--- config.mk ---
export PLATFORM = sky130hd
export DESIGN_NAME = delay_counter_flat
export DESIGN_NICKNAME = d
export VERILOG_FILES = /design/src/rtl/delay_counter_if.sv /design/src/rtl/delay_counter.sv /design/src/flat_wrapper.sv
export SDC_FILE = /design/constraint.sdc
export NUM_CORES = 1
export LEC_CHECK = 0
export BUFFER_PORTS_ARGS = -buffer_cell sky130_fd_sc_hd__buf_2
export CORE_ASPECT_RATIO = 0.75
export CORE_UTILIZATION = 59
export CTS_CLUSTER_DIAMETER = 60
export DETAILED_ROUTE_END_ITERATION = 10
export PLACE_DENSITY_LB_ADDON = 0.05
export SLEW_MARGIN = 20
export SYNTH_ARGS = -nofsm -noshare
export SYNTH_HDL_FRONTEND = slang
export SYNTH_SLANG_ARGS = --single-unit
--- constraint.sdc ---
create_clock -name clk -period 3.4 [get_ports clk]
set_input_delay 0.34 -clock clk [delete_from_list [all_inputs] [get_ports clk]]
set_output_delay 0.34 -clock clk [all_outputs]
set_load 0.01 [all_outputs]
--- src/rtl/delay_counter_if.sv ---
// Delay-instruction handshake between decoder/program counter and delay_counter.
// The master drives the request; the slave returns the completion pulse and status.
interface delay_counter_if #(
  parameter int DW = 16
);
  logic          delay;
  logic [DW-1:0] delay_val;
  logic          pchalt;
  logic          count_done;
  logic          busy;
  logic [DW-1:0] remaining;

  modport master (
    output delay, delay_val, pchalt,
    input  count_done, busy, remaining
  );

  modport slave (
    input  delay, delay_val, pchalt,
    output count_done, busy, remaining
  );
endinterface

--- src/rtl/delay_counter.sv ---
// Counts delay_val ticks of PRESCALE clocks, then pulses count_done for one cycle.
// Latency N*PRESCALE+2 cycles per instruction; pchalt or a dropped delay aborts with no pulse.
module delay_counter #(
  parameter int PRESCALE = 100000,
  parameter int DW       = 16
) (
  input  logic           clk,
  input  logic           rst,
  delay_counter_if.slave bus
);

  localparam int            TW       = (PRESCALE > 1) ? $clog2(PRESCALE) : 1;
  localparam logic [TW-1:0] TICK_MAX = TW'(PRESCALE - 1);

  typedef enum logic [1:0] {
    S_IDLE  = 2'd0,
    S_COUNT = 2'd1,
    S_DONE  = 2'd2
  } state_t;

  state_t        r_state;
  state_t        w_next;
  logic [TW-1:0] r_tick_cnt;
  logic [DW-1:0] r_remaining;

  logic w_accept;
  logic w_abort;
  logic w_tick_wrap;
  logic w_last_tick;

  assign w_accept    = bus.delay && !bus.pchalt;
  assign w_abort     = bus.pchalt || !bus.delay;
  assign w_tick_wrap = (r_tick_cnt == TICK_MAX);
  assign w_last_tick = w_tick_wrap && (r_remaining == DW'(1));

  always_ff @(posedge clk) begin
    if (!rst) begin
      r_state <= S_IDLE;
    end else begin
      r_state <= w_next;
    end
  end

  always_comb begin
    w_next = r_state;
    case (r_state)
      S_IDLE: begin
        if (w_accept) begin
          w_next = (bus.delay_val == '0) ? S_DONE : S_COUNT;
        end
      end
      S_COUNT: begin
        if (w_abort) begin
          w_next = S_IDLE;
        end else if (w_last_tick) begin
          w_next = S_DONE;
        end
      end
      default: w_next = S_IDLE;
    endcase
  end

  // A zero operand loads 0, so the IDLE load needs no separate zero-delay case.
  always_ff @(posedge clk) begin
    if (!rst) begin
      r_tick_cnt  <= '0;
      r_remaining <= '0;
    end else begin
      case (r_state)
        S_IDLE: begin
          r_tick_cnt  <= '0;
          r_remaining <= w_accept ? bus.delay_val : '0;
        end
        S_COUNT: begin
          if (w_abort) begin
            r_tick_cnt  <= '0;
            r_remaining <= '0;
          end else if (w_tick_wrap) begin
            r_tick_cnt <= '0;
            if (r_remaining != '0) begin
              r_remaining <= r_remaining - DW'(1);
            end
          end else begin
            r_tick_cnt <= r_tick_cnt + TW'(1);
          end
        end
        default: begin
          r_tick_cnt  <= '0;
          r_remaining <= '0;
        end
      endcase
    end
  end

  always_comb begin
    bus.count_done = (r_state == S_DONE);
    bus.busy       = (r_state != S_IDLE);
    bus.remaining  = r_remaining;
  end

endmodule

--- src/flat_wrapper.sv ---
// flat-port wrapper written by rule: the top's interface ports become plain ports
module delay_counter_flat 
#(
  parameter int PRESCALE = 100000,
  parameter int DW       = 16
)
  (clk, rst, bus_delay, bus_delay_val, bus_pchalt, bus_count_done, bus_busy, bus_remaining);
  delay_counter_if #(.DW(DW)) bus_i ();
  input  logic clk;
  input  logic rst;
  input wire logic [$bits(bus_i.delay)-1:0] bus_delay;
  input wire logic [$bits(bus_i.delay_val)-1:0] bus_delay_val;
  input wire logic [$bits(bus_i.pchalt)-1:0] bus_pchalt;
  output wire logic [$bits(bus_i.count_done)-1:0] bus_count_done;
  output wire logic [$bits(bus_i.busy)-1:0] bus_busy;
  output wire logic [$bits(bus_i.remaining)-1:0] bus_remaining;
  assign bus_i.delay = bus_delay;
  assign bus_i.delay_val = bus_delay_val;
  assign bus_i.pchalt = bus_pchalt;
  assign bus_count_done = bus_i.count_done;
  assign bus_busy = bus_i.busy;
  assign bus_remaining = bus_i.remaining;
  delay_counter #(.PRESCALE(PRESCALE), .DW(DW)) u_core (.clk(clk), .rst(rst), .bus(bus_i));
endmodule
Word-level counts from Yosys, hierarchy flattened:

Cells that the tools add are included.

* register bits: 35
* latch bits: 0
* RAM bits: 0
* memory bits (read-only): 0
* input port bits: 20
* output and inout bits: 18
* word-level logic and storage cells: 37
* memories: 0

* add/sub/neg operators: 2
* $mul: 0
* divide/modulo/power cells: 0
* order comparisons: 0
* equal/unequal tests: 8
* shifts and indexed selects: 0
* muxes and demuxes: 10
* bitwise gates (word level): 2
* reduce and logical (&&, ||, !) cells: 12

Operators by type and width (number)
* 16-bit 2-to-1 mux: 4
* 16-bit one-hot mux with 2 select lines: 1
* 17-bit by 1-bit adder with 17-bit output, second input constant: 1
* 17-bit equality test, second input constant: 1
* 16-bit by 1-bit equality test with 1-bit output, second input constant: 1
* 16-bit zero test: 1
* 16-bit nonzero test: 1
* 16-bit by 1-bit subtractor with 16-bit output, second input constant: 1
* 3-bit by 1-bit inequality test with 1-bit output, second input constant: 3
* 2-bit 2-to-1 mux: 4
* 2-bit one-hot mux with 2 select lines: 1
* 2-bit AND reduction: 2
* 4-bit OR reduction: 1
* 2-bit by 1-bit equality test with 1-bit output, second input constant: 1
* 2-bit equality test, second input constant: 1
* 1-bit logical AND: 2
* 1-bit zero test: 2
* 2-bit zero test: 1
* 2-bit by 1-bit inequality test with 1-bit output, second input constant: 1
* 1-bit NOT: 2
* 2-bit nonzero test: 1
* 1-bit logical OR: 1

Logic depth before layout (Yosys ltp):

Gate-level depths: netlist of the first run.

* word-level depth: 5
* depth in mapped cells: 8
* gate-level depth less buffers: 7

Worst setup path after synthesis of the first run:

OpenSTA, ideal clock, no wires.

* kind: register to register
* from: register u_core.r_remaining[0] (netlist: u_core.bus.remaining[0])
* to: register u_core.r_remaining[12] (netlist: u_core.bus.remaining[12])
* setup time: 0.075 ns
* arrival: 1.796 ns
* path slack: 1.530 ns
* cell stages (with the launch flop): 9
* path buffers: 1
* clock period less this slack: 1.870 ns
* cell sequence: dfxtp_1 inv_1 ha_1 nor4b_1 and4_1 o21ai_2 buf_2 nand3_1 o22ai_1

* longest elaborated chain between the ends: 5

Ends and longest elaborated chain
* from (decl): RTL line delay_counter.sv:24 `logic [DW-1:0] r_remaining;`
* from (signal assigned): RTL line delay_counter.sv:72 `r_remaining <= w_accept ? bus.delay_val : '0;`
* from (signal assigned): RTL line delay_counter.sv:81 `r_remaining <= r_remaining - DW'(1);`
* 16-bit by 1-bit subtractor with 16-bit output: RTL line delay_counter.sv:81
* 16-bit 2-to-1 mux: RTL line delay_counter.sv:80 `if (r_remaining != '0) begin`
* 16-bit 2-to-1 mux: RTL line delay_counter.sv:78 `end else if (w_tick_wrap) begin`
* 16-bit 2-to-1 mux: RTL line delay_counter.sv:75 `if (w_abort) begin`
* 16-bit one-hot mux with 2 select lines: RTL line delay_counter.sv:69 `case (r_state)`

Parallel ways exist; a longest one is shown, timed or not. The select of a mux whose other input is x is not followed.
A chain may end at the register's enable or synchronous reset.

Worst setup path after layout of the first run:

* from: register u_core.r_remaining[0] (netlist: u_core.bus.remaining[0])
* to: register u_core.r_remaining[4] (netlist: u_core.bus.remaining[4])

The elaborated chain is that of the path after synthesis.

==> reports/qor.txt, run 1 <==
cts bufs inserted: 5
met3 GRT Util: 5.702%
Hold Fails Final Rpt: 0
port buffer count: 37
FF-to-FF path depth: 8
H-tree levels: 2
PD cells: 418.9 nW/µm²
synthesized net count: 250
CTS max path bufs: 2
Peak VDD IR: 412.4 µV
critical path cell sequence: inv_1 -> ha_1 -> nor4b_1 -> and4_1 -> o21ai_2 -> buf_4 -> o21ai_0 -> a31o_1
Die Wd: 68.40 µm
synthesized area per cell: 8.631 µm²
number of synthesized flops with an enable pin: 0
Final Wtd Congestion: 0.7725
Clock Sink Count: 35
total grt overflow: 0
post-synth top area share: 35.92%
r2r endpoint: u_core.bus.remaining[4]
DRT Pass-1 Iters: 4
Initial Util: 64.13%
final net count: 289
Hold EP: u_core.bus.remaining[10]
area leader, netlist: dfxtp_1
Max Cap Viol: 0
Die Area: 3543 µm²
drt drc: 0
synthesis-stage register bit count: 35
hold crit path type: input port to register
sequential share of the synthesized area: 35.92%
CP Capture Type: register
CTS root buffer: clkbuf_8
f_max: 0.4278 GHz
antenna violations before repair: 0
max incr delay on CP: 0.46 ns
leak pwr: 0.9116 nW
CTS clk-pin slew, worst paths: 0.07 ns
YS warnings: 0
Critical Path AT: 2.52 ns
layout cells sized above 1: 22.18%
Setup Skew: 0.006877 ns
I/O Pins: 38
critical path class: register to register
post-cts gate resize count: 0
FP Rows: 17
DRT Wirelength: 4.569 mm
Hold Slack: 0.3881 ns
required time worst endpoint: 3.58 ns
Die Y: 51.80 µm
grt met1 use: 43.34%
Slowest-stage cell, CP: dfxtp_1
vias in the first global route: 1607
GR peak layer: met1
Synth cell types: 47
top post-synthesis cells by area: dfxtp_1 (36%), xor2_1 (5.8%), xnor2_1 (4.9%)
DP Wirelength: 3.260 mm
vias: 1833
endpoints failing setup: 0
Reg-to-Reg Start: u_core.bus.remaining[0]
Post-synth ARST share: 0%
Worst setup SP type: register
DR WL/cell: 15.03 µm
status: completed
Worst Path Buf+Inv: 2
# hold bufs at CTS: 0
Worst Min Path Start: bus_delay_val[10]
crit share post-route: 68.76%
CTS tree: done
core area: 3042 µm²
fin crit period: 2.338 ns
initial DRC count: 135
first-pass GRT wire length: 7.514 mm
r2r setup slk: 1.06 ns
RSZ-0062 raised after global routing: false
largest net degree at the start of global routing: 24
fin. max-slew vios: 0
Routed Antenna Nets: 0
Total Negative Setup Slacks: 0 ns
worst-path maximum fanout: 15
Post-CTS Setup Inserts: 0
CP top delay family: compound AO/OA/AOI/OAI gates
WHS Path Cells: 3
ant diodes: 0
Clk Latency, worst-skew pair: 0.28 ns
ys flop type: dfxtp_1
vias per inst: 6.030
worst-margin pin slew: 0.8916 ns
Area Growth Syn to Fin: 17.77%
Post-Syn Area: 1951 µm²
GRT Overall Usage: 28.45%
Syn Inst Count: 226
Rel. slew slack: 40.07%
met2 Track Usage GR: 41.18%
## cell families after synthesis
family          share of synthesized area, %
simple gates                           31.24
compound gates                         16.68
flops                                  35.92
xor+xnor                               10.78
buf+inv                                2.822
fa+ha+maj                              2.566
## cells in the mapped netlist, types with 3 or more instances
cell and instances:
a21oi_1 8, a22oi_1 8, and3_1 7, and4_1 5, clkbuf_1 6, dfxtp_1 35, ha_1 4, inv_1 6
nand2_1 21, nand3_1 12, nand4_1 8, nor2_1 22, nor3_1 4, nor4_1 4, o21ai_0 3, o21ai_1 6
o22ai_1 4, xnor2_1 11, xor2_1 13
## cell type report
| class | instances | area, µm² |
|---|---|---|
| multi-input combinational | 177 | 1201 |
| fill | 245 | 744.5 |
| sequential | 35 | 700.7 |
| timing repair buffer | 40 | 207.7 |
| clock buffer | 6 | 82.58 |
| tap | 38 | 47.55 |
| clock inverter | 2 | 35.03 |
| inverter | 6 | 22.52 |
## cell usage in the layout, fill, tap and decap left out, drive strengths merged, types with 6 or more instances in the layout
master	count
a21oi	8
a22oi	8
and3	7
buf	40
clkbuf	6
dfxtp	35
inv	6
nand2	21
nand3	12
nand4	8
nor2	22
nor4	7
o21ai	10
xnor2	11
xor2	13
## metrics by stage
stage / util (%) / power [mW] / std cells / setup slack [ns] / instance area [µm²]
finish: 75.52 / 0.9624 / 304 / 1.062 / 2297
global placement: 71.66 / 0.5792 / 296 / 1.214 / 2180
CTS: 75.52 / 0.9631 / 304 / 1.111 / 2297
detailed placement: 71.66 / 0.5809 / 296 / 1.114 / 2180
floorplan: - / 0.5381 / 226 / 1.530 / 1951
global route: 75.52 / 0.9937 / 304 / 0.9079 / 2297
## worst max path at each step
stage                            startpoint  cells past startpoint  slack [ns]                  endpoint
floorplan           u_core.bus.remaining[0]                      8        1.53  u_core.bus.remaining[12]
global placement    u_core.bus.remaining[0]                      8        1.21   u_core.bus.remaining[4]
detailed placement  u_core.bus.remaining[0]                      8        1.11   u_core.bus.remaining[4]
CTS                 u_core.bus.remaining[0]                      8        1.11   u_core.bus.remaining[4]
global route        u_core.bus.remaining[0]                      8        0.91   u_core.bus.remaining[4]
finish              u_core.bus.remaining[0]                      8        1.06   u_core.bus.remaining[4]
## report_power, final
part	switching (mW)	internal, mW
sequential	0.0135	0.418
combinational	0.0767	0.0661
clock	0.151	0.237
total	0.241	0.721
## layer usage
layer,routed length (µm),vias to the layer above
met5,0,-
met4,20,0
met3,334,4
met2,1954,68
met1,2260,848
li1,-,913
## registers in the layout, indices dropped and copies added (netlist names)
signal,cells
u_core.r_tick_cnt,17
u_core.bus.remaining,16
u_core.r_state,2
## worst register-to-register path: cells and delay by family (launching register included)
kind	cells	cell delay [ns]
DFF	1	0.46
adders and majority gates	1	0.26
buffers and inverters	2	0.39
and+or+nand+nor	2	0.37
AOI/OAI and AO/OA	3	0.76
Power figures use the tool's default switching activity.
==> run 2, diff against run 1 <==
--- a/config.mk
+++ b/config.mk
@@ -5,9 +5,10 @@
 export SDC_FILE = /design/constraint.sdc
 export NUM_CORES = 1
 export LEC_CHECK = 0
+export ABC_AREA = 1
 export BUFFER_PORTS_ARGS = -buffer_cell sky130_fd_sc_hd__buf_2
 export CORE_ASPECT_RATIO = 0.75
-export CORE_UTILIZATION = 59
+export CORE_UTILIZATION = 56
 export CTS_CLUSTER_DIAMETER = 60
 export DETAILED_ROUTE_END_ITERATION = 10
 export PLACE_DENSITY_LB_ADDON = 0.05
==> constraint.sdc (replaced) <==
create_clock -name clk -period 2.4 [get_ports clk]
set_input_delay 0.24 -clock clk [delete_from_list [all_inputs] [get_ports clk]]
set_output_delay 0.24 -clock clk [all_outputs]
set_load 0.01 [all_outputs]
==> run 2 against run 1 <==
  * Non-clock buffer count shrank 2
  * Sequential power is 42% higher
  * Die area is 20% higher
  * Register-to-register slack worse by 0.45 ns
  * Critical endpoint is now u_core.bus.remaining[10]
  * Synthesized cell count is 54% higher
  * Sequential share of layout area fell by 2.8 points
  * Worst hold slack got worse by 0.15 ns
  * Design area up 10%
  * Highest routed layer unchanged
  * Synthesized area rose by 15%
  * Clock power is 9.3% higher
==> reports/qor.txt, run 2 <==
initial DRC count: 185
sequential share of the synthesized area: 31.34%
vias in the first global route: 1860
Most flops, register: u_core.r_tick_cnt
synthesized area per cell: 6.407 µm²
Rel. slew slack: 53.08%
Reg power frac: 48.3%
top-count cell post-synth: nand2_1
CTS tree: done
leak pwr: 1.095 nW
DR top layer: met4
port buffer count: 37
Comb pwr share: 18.1%
area leader, netlist: dfxtp_1
CTS clk-pin slew, worst paths: 0.08 ns
Die Y: 56.72 µm
RSZ-0062 raised after global routing: false
worst-path maximum fanout: 12
Tot Pwr: 1.261 mW
Worst setup SP type: register
Post-synth ARST share: 0%
Clock Sink Count: 35
vias: 2242
commonest non-fill, non-tap cells in the layout: nand2_1 (100), nor2_1 (57), buf_2 (37)
CTS root buffer: clkbuf_8
Max Cap Viol: 0
ant diodes: 0
GRT Overall Usage: 25.49%
Syn Inst Count: 349
antenna violations before repair: 0
fin crit period: 1.783 ns
Initial Util: 59.91%
multiplexer share of the synthesized area: 0%
YS warnings: 0
Hold Fails Final Rpt: 0
ys flop type: dfxtp_1
drt drc: 0
CP Capture Type: register
Synth Area in Compound Gates: 9.961%
sw power: 0.3822 mW
post-synth top area share: 31.34%
Clk Latency, worst-skew pair: 0.29 ns
fin. max-slew vios: 0
synthesized net count: 373
first-pass GRT wire length: 8.273 mm
number of synthesized flops with an enable pin: 0
met3 WL: 375 µm
I/O Pins: 38
core area: 3732 µm²
total grt overflow: 0
Post-Synth XOR/XNOR Area: 3.134%
most common cell after layout, fill and taps aside: nand2_1
switching share of power: 30.30%
simple-gate share of the synthesized area: 45.22%
CTS max path bufs: 2
largest net degree at the start of global routing: 19
Setup Skew: 0.008695 ns
Clk pwr share: 33.6%
Largest register FFs: 17
Final Wtd Congestion: 0.8543
met1 WL: 2.684 mm
DRT Wirelength: 5.117 mm
hold crit path type: input port to register
vias per inst: 5.084
FP Rows: 19
Critical Path AT: 1.99 ns
Post-CTS Setup Inserts: 0
endpoints failing setup: 0
DRT Pass-1 Iters: 4
H-tree levels: 2
# hold bufs at CTS: 0
Synth cell types: 33
post-cts gate resize count: 0
DR WL/cell: 11.60 µm
Synth Area in Adders: 2.238%
met2 routed WL: 2.035 mm
synthesis-stage register bit count: 35
PD cells: 498.0 nW/µm²
f_max: 0.5607 GHz
DP Wirelength: 3.716 mm
required time worst endpoint: 2.61 ns
most instantiated cells after synthesis: nand2_1 (100), nor2_1 (57), dfxtp_1 (35)
final net count: 412
Peak VDD IR: 431.2 µV
cts bufs inserted: 5
largest family of logic cells by synthesized area: simple AND/OR/NAND/NOR gates
crit share post-route: 74.31%
Die Wd: 74.96 µm
Area Growth Syn to Fin: 13.26%
top post-synthesis cells by area: dfxtp_1 (31%), nand2_1 (17%), nor2_1 (9.6%)
Routed Antenna Nets: 0
critical path class: register to register
status: completed
Total Negative Setup Slacks: 0 ns
Pint: 0.8790 mW
Die Area: 4252 µm²
layout cells sized above 1: 19.79%
worst-margin pin slew: 0.7030 ns
Post-Syn Area: 2236 µm²
-- run 2: cell count changes after synthesis, moves of 8 or more --
cell | before | now
a22oi_1 | 8 | 0
inv_1 | 6 | 34
nand3_1 | 12 | 29
nand2_1 | 21 | 100
nor2_1 | 22 | 57
xnor2_1 | 11 | 2
-- run 2: critical path: stages (launching register included) --
cell     delay (ns)
dfxtp_1        0.40
inv_1          0.09
ha_1           0.21
nor3b_2        0.16
nand2_2        0.08
nor2_4         0.05
o21ai_2        0.45
nand2_1        0.12
a21oi_1        0.15
-- run 2: logic make-up after synthesis --
logic type,count (synthesis)
xor+xnor,8
compound gates,36
buf+inv,42
fa+ha+maj,4
flops,35
simple gates,224
-- run 2: power groups by stage --
| stage | Clock, mW | Combinational [mW] | Sequential [mW] |
|---|---|---|---|
| final | 0.424 | 0.228 | 0.610 |
| after global routing | 0.456 | 0.258 | 0.611 |
| after CTS | 0.433 | 0.226 | 0.609 |
| after detailed placement | 0 | 0.224 | 0.623 |
| after global placement | 0 | 0.220 | 0.623 |
| after floorplan | 0 | 0.161 | 0.625 |
-- run 2: per-stage QoR --
step	setup slack (ns)	hold slack, ns	cell area, µm²	cells	utilization [%]
2_1_floorplan	0.8613	0.3645	2236	349	-
3_3_place_gp	0.6674	0.4333	2447	433	65.57
3_5_place_dp	0.6497	0.4434	2447	433	65.57
4_1_cts	0.6269	0.2373	2532	441	67.85
5_1_grt	0.3997	0.2514	2532	441	67.85
6_report	0.6166	0.2420	2532	441	67.85
-- run 2: area by class of cell --
class	count	area (µm²)
clock buffers	6	72.57
inverters	36	135.1
fillers	351	1200
well taps	52	65.06
flip-flops and latches	35	700.7
multi-input cells	272	1354
repair buffers	38	192.7
clock inverters	2	12.51
-- run 2: path summary, 6_finish.rpt --
check                                        startpoint                        to  slack (ns)  cells past startpoint
worst max-delay path            u_core.bus.remaining[0]  u_core.bus.remaining[10]        0.62                      8
worst min-delay path                                rst         u_core.r_state[1]        0.24                      3
worst max register to register  u_core.bus.remaining[0]  u_core.bus.remaining[10]        0.62                      8
worst min register to register     u_core.r_tick_cnt[0]      u_core.r_tick_cnt[0]        0.45                      1
-- run 2: layer usage --
| metal | up-vias | GRT usage (%) |
|---|---|---|
| met5 | - | 0 |
| met4 | 0 | 6.739 |
| met3 | 4 | 5.386 |
| met2 | 64 | 35.78 |
| met1 | 981 | 38.76 |
| li1 | 1193 | - |
